**config.mk**
```make
export PLATFORM = sky130hd
export DESIGN_NAME = uart_tx_engine_flat
export DESIGN_NICKNAME = d
export VERILOG_FILES = /design/src/rtl/uart_tx_engine_if.sv /design/src/rtl/uart_tx_engine.sv /design/src/flat_wrapper.sv
export SDC_FILE = /design/constraint.sdc
export NUM_CORES = 1
export LEC_CHECK = 0
export ABC_AREA = 1
export CORE_ASPECT_RATIO = 1.4
export CORE_MARGIN = 3
export CORE_UTILIZATION = 57
export CTS_CLUSTER_DIAMETER = 80
export DETAILED_ROUTE_END_ITERATION = 6
export HOLD_SLACK_MARGIN = 0.03
export PLACE_DENSITY_LB_ADDON = 0.3
export SLEW_MARGIN = 20
export SYNTH_ARGS = -nofsm -noshare
export SYNTH_HDL_FRONTEND = slang
export SYNTH_SLANG_ARGS = --single-unit
```
**constraint.sdc**
```tcl
create_clock -name clk -period 2.3 [get_ports clk]
set_input_delay 0.345 -clock clk [delete_from_list [all_inputs] [get_ports clk]]
set_output_delay 0.345 -clock clk [all_outputs]
set_load 0.02 [all_outputs]
```
**src/rtl/uart_tx_engine_if.sv**
```systemverilog
// uart_tx_engine_if: read port of a first-word-fall-through TX FIFO.
// master = the transmit engine (pops), slave = the FIFO (presents head word).
interface uart_tx_engine_if #(
    parameter int DBIT = 8
);
    logic            fifo_empty;
    logic [DBIT-1:0] fifo_r_data;
    logic            fifo_rd;

    modport master (input fifo_empty, input fifo_r_data, output fifo_rd);
    modport slave  (output fifo_empty, output fifo_r_data, input fifo_rd);
endinterface

```
**src/rtl/uart_tx_engine.sv**
```systemverilog
// uart_tx_engine: UART serializer draining a fall-through TX FIFO.
// Frame = start(0), DBIT data bits LSB first, optional even parity, stop(1).
// Bit timing from a 16x oversampling s_tick. tx lags the state by one clk.
// Optional feature: define UART_TX_PARITY_EN to insert an even parity bit.
module uart_tx_engine #(
    parameter int DBIT    = 8,
    parameter int SB_TICK = 16
) (
    input  logic             clk,
    input  logic             reset,
    input  logic             s_tick,
    uart_tx_engine_if.master fifo,
    output logic             tx,
    output logic             tx_busy,
    output logic             tx_done
);
    localparam int S_MAX = (SB_TICK > 16) ? SB_TICK : 16;
    localparam int S_W   = $clog2(S_MAX);
    localparam int N_W   = (DBIT > 1) ? $clog2(DBIT) : 1;

`ifdef UART_TX_PARITY_EN
    typedef enum logic [2:0] {IDLE, START, DATA, PARITY, STOP} state_t;
`else
    typedef enum logic [1:0] {IDLE, START, DATA, STOP} state_t;
`endif

    state_t          state, state_next;
    logic [S_W-1:0]  s, s_next;
    logic [N_W-1:0]  n, n_next;
    logic [DBIT-1:0] b, b_next;
    logic            tx_next, rd_next, done_next;
`ifdef UART_TX_PARITY_EN
    logic            p, p_next;
`endif

    // State, counters, shift register and registered outputs.
    always_ff @(posedge clk or posedge reset) begin
        if (reset) begin
            state        <= IDLE;
            s            <= '0;
            n            <= '0;
            b            <= '0;
            tx           <= 1'b1;
            fifo.fifo_rd <= 1'b0;
            tx_done      <= 1'b0;
`ifdef UART_TX_PARITY_EN
            p            <= 1'b0;
`endif
        end else begin
            state        <= state_next;
            s            <= s_next;
            n            <= n_next;
            b            <= b_next;
            tx           <= tx_next;
            fifo.fifo_rd <= rd_next;
            tx_done      <= done_next;
`ifdef UART_TX_PARITY_EN
            p            <= p_next;
`endif
        end
    end

    // Next-state: frame sequencing; counters only move on s_tick.
    always_comb begin
        state_next = state;
        s_next     = s;
        n_next     = n;
        b_next     = b;
`ifdef UART_TX_PARITY_EN
        p_next     = p;
`endif
        case (state)
            IDLE: begin
                // The head word is only sampled here; later FIFO changes are ignored.
                if (!fifo.fifo_empty) begin
                    state_next = START;
                    s_next     = '0;
                    b_next     = fifo.fifo_r_data;
`ifdef UART_TX_PARITY_EN
                    p_next     = ^fifo.fifo_r_data;
`endif
                end
            end
            START: begin
                if (s_tick) begin
                    if (s == S_W'(15)) begin
                        s_next     = '0;
                        n_next     = '0;
                        state_next = DATA;
                    end else begin
                        s_next = s + 1'b1;
                    end
                end
            end
            DATA: begin
                if (s_tick) begin
                    if (s == S_W'(15)) begin
                        s_next = '0;
                        b_next = b >> 1;
                        if (n == N_W'(DBIT - 1)) begin
`ifdef UART_TX_PARITY_EN
                            state_next = PARITY;
`else
                            state_next = STOP;
`endif
                        end else begin
                            n_next = n + 1'b1;
                        end
                    end else begin
                        s_next = s + 1'b1;
                    end
                end
            end
`ifdef UART_TX_PARITY_EN
            PARITY: begin
                if (s_tick) begin
                    if (s == S_W'(15)) begin
                        s_next     = '0;
                        state_next = STOP;
                    end else begin
                        s_next = s + 1'b1;
                    end
                end
            end
`endif
            STOP: begin
                if (s_tick) begin
                    if (s == S_W'(SB_TICK - 1)) begin
                        s_next     = '0;
                        state_next = IDLE;
                    end else begin
                        s_next = s + 1'b1;
                    end
                end
            end
            default: state_next = IDLE;
        endcase
    end

    // Outputs: line level of the current state, pop and done strobes.
    always_comb begin
        tx_next   = 1'b1;
        rd_next   = 1'b0;
        done_next = 1'b0;
        tx_busy   = (state != IDLE);
        case (state)
            IDLE:   rd_next = !fifo.fifo_empty;
            START:  tx_next = 1'b0;
            DATA:   tx_next = b[0];
`ifdef UART_TX_PARITY_EN
            PARITY: tx_next = p;
`endif
            STOP:   done_next = s_tick && (s == S_W'(SB_TICK - 1));
            default: tx_next = 1'b1;
        endcase
    end
endmodule

```
**src/flat_wrapper.sv**
```systemverilog
// flat-port wrapper written by rule: the top's interface ports become plain ports
module uart_tx_engine_flat 
#(
    parameter int DBIT    = 8,
    parameter int SB_TICK = 16
)
  (clk, reset, s_tick, tx, tx_busy, tx_done, fifo_fifo_empty, fifo_fifo_r_data, fifo_fifo_rd);
  uart_tx_engine_if #(.DBIT(DBIT)) fifo_i ();
  input  logic clk;
  input  logic reset;
  input  logic s_tick;
  output logic tx;
  output logic tx_busy;
  output logic tx_done;
  input wire logic [$bits(fifo_i.fifo_empty)-1:0] fifo_fifo_empty;
  input wire logic [$bits(fifo_i.fifo_r_data)-1:0] fifo_fifo_r_data;
  output wire logic [$bits(fifo_i.fifo_rd)-1:0] fifo_fifo_rd;
  assign fifo_i.fifo_empty = fifo_fifo_empty;
  assign fifo_i.fifo_r_data = fifo_fifo_r_data;
  assign fifo_fifo_rd = fifo_i.fifo_rd;
  uart_tx_engine #(.DBIT(DBIT), .SB_TICK(SB_TICK)) u_core (.clk(clk), .reset(reset), .s_tick(s_tick), .fifo(fifo_i), .tx(tx), .tx_busy(tx_busy), .tx_done(tx_done));
endmodule
```
==> results.cfg <==
[synthesis]
syn_inst = 141
ys_seq_elements = 20
synth_top_family_by_area = simple AND/OR/NAND/NOR gates
synth_most_common_cell = nand2_1
synth_compound_area_share_pct = 6.73
avgSynthCellArea_um2 = 8.04
synth_cell_types = 24
muxShareOfSynthArea_pct = 0
yosys_most_used_dff = dfrtp_1
synth_edf_count = 0
seq_area_frac_synth_pct = 44.3
synth_top_cell_area_share_pct = 41.9
synth_nets = 162
ys.warnings.count = 0
synth_xor_xnor_area_share_pct = 0.773
yosysTopAreaCell = dfrtp_1
synth_area_um2 = 1130
synthArstFlopShare_pct = 100
synth_commonest_cells = nand2_1, dfrtp_1, inv_1
synthSimpleGateAreaFrac_pct = 34.2
synthAdderAreaFrac_pct = 9.93
synthTopCellsByArea = dfrtp_1, nand2_1, ha_1

[timing]
hold_violations = 0
rsz0062_at_grt = no
max-slew-margin-rel_pct = 47.8
clock.fmax_ghz = 0.471
finalSetupViolations = 0
drv_slew = 0
setup_tns_ns = 0
fin_crit_sh_pct = 92.3
tightestPinTransition_ns = 0.782
finalClockSkew_ns = 0.00110
period_needed_ns = 2.12

[run_status]
status = finished clean

[global_route]
grt_pass1_vias = 892
grt_overflow = 0
grt_max_degree = 21
grt_pass1_wl_um = 3750
groute.usage.overall_pct = 19.3
antenna_found_initial = 0

[critical_path]
path_buf_inv = 3
path_delay_family = buffers and inverters
cp_cell_sequence = inv_1 > ha_1 > inv_1 > clkdlybuf4s50_1
crit_fanout = 4
cp_slowest_cell = clkdlybuf4s50_1
crit_path_max_incr_delay_ns = 0.61
cp.arrival_ns = 1.78
crit_required_ns = 1.96
startpoint_type = flop
crit_top_cell = inv_1
end_kind = primary output
crit_type = reg -> out

[floorplanning]
die_y_um = 58.8
ios = 16
num_rows = 18
start_util_pct = 62.1
core_um2 = 1820
die_w_um = 43.7
die_area_um2 = 2570

[clocking]
cts_tree = yes
cts_buffers = 3
clk_path_buf_depth = 2
h-tree-depth = 1
insertion_delay_ns = 0.31
cts_setup_buffers = 0
cts_hold_buf = 0
path_clk_slew_ns = 0.12
cts-root-buf = clkbuf_4
cts_resized = 0
clkSinkCount = 20

[finish]
antennaDiodeCount = 0
drive_gt1_share_pct = 9.38
nNetsFinal = 182
synthToLayoutAreaGrowth_pct = 20.3
fillers = 136
post-route-util_pct = 74.8

[job]
drv_cap = 0

[detailed_routing]
drt_iter0_drc = 12
routed-via-count = 937
first_pass_iters = 4
wl_per_cell_um = 11.6
ant_nets = 0
drt-total-wl_um = 2090
drc = 0
viasPerCell = 5.21

[worst_hold_path]
hold_path_class = in -> async

[pwr]
power_mw = 1.75
leakagePower_nw = 0.701
powerDensity_nw_per_um2 = 1280
ir_drop_uv = 745

[placed_design]
gp_congestion = 0.766
port-buffer-count = 15
dp_hpwl_um = 1620
-- final cells by class --
cell class / count / area (µm²) / area share (%)
Clock buffer: 3 / 22.5 / 1.65
Clock inverter: 1 / 30.0 / 2.20
Inverter: 11 / 41.3 / 3.03
Multi-Input combinational cell: 109 / 586 / 42.9
Sequential cell: 20 / 502 / 36.8
Tap cell: 20 / 25.0 / 1.83
Timing Repair Buffer: 16 / 158 / 11.6
-- cell usage in the layout, fill, tap and decap left out, drive strengths merged --
cell type	n
o21ai	8
nor3b	1
nand3	11
dfrtp	19
buf	1
nand2	64
nor2	7
nand4	3
bufinv	1
ha	9
xnor2	1
clkdlybuf4s50	15
or2	2
inv	11
o31ai	1
dfstp	1
clkbuf	3
a21oi	2
-- path summary, 6_finish.rpt --
| check | start | endpoint | slack, ns | depth (start not counted) |
|---|---|---|---|---|
| worst max-delay path | u_core.state[0]$_DFFE_PP0P_ | tx_busy | 0.18 | 4 |
| worst min-delay path | reset | u_core.n[2]$_DFFE_PP0P_ | 0.47 | 2 |
| worst max register to register | u_core.state[0]$_DFFE_PP0P_ | u_core.b[3]$_DFFE_PP0P_ | 0.62 | 7 |
| worst min register to register | u_core.b[6]$_DFFE_PP0P_ | u_core.b[6]$_DFFE_PP0P_ | 0.49 | 2 |
| max in group asynchronous | reset | u_core.b[5]$_DFFE_PP0P_ | 1.35 | 2 |
| min in group clk | u_core.b[6]$_DFFE_PP0P_ | u_core.b[6]$_DFFE_PP0P_ | 0.49 | 2 |
-- routing by layer --
layer	vias up	global-route usage (%)	share of wire, %
li1	486	-	-
met1	426	20.9	43
met2	20	34.8	52
met3	5	2.14	3.2
met4	0	11.6	2.3
met5	-	0	0
-- per-stage QoR --
stage                     hold slack, ns  instances  instance area, µm²  setup slack (ns)
after floorplan                    0.308        141                1130             0.882
after global placement             0.456        176                1310             0.587
after detailed placement           0.466        176                1310             0.528
after CTS                          0.495        180                1360             0.176
after global routing               0.513        180                1360            0.0494
final                              0.465        180                1360             0.178
-- cell families after synthesis --
kind of cell	count (synthesis)
AO/OA/AOI/OAI	11
flip-flops	20
XOR/XNOR	1
adder cells (fa/ha/maj)	9
AND/OR/NAND/NOR	88
buffers and inverters	12
-- power by group --
group          internal, mW  leakage (nW)  switching [mW]  total (mW)
clock                 0.176        0.0279           0.116       0.292
sequential            0.496         0.256          0.0887       0.584
combinational         0.330         0.417           0.541       0.871
total                  1.00         0.701           0.745        1.75
-- registers in the layout, summed over array words and instances (netlist names) --
name / cells
u_core.n: 3
u_core.fifo.fifo_rd: 1
u_core.s: 4
u_core.state: 2
u_core.tx_done: 1
u_core.tx: 1
u_core.b: 8
Power figures use the tool's default switching activity.
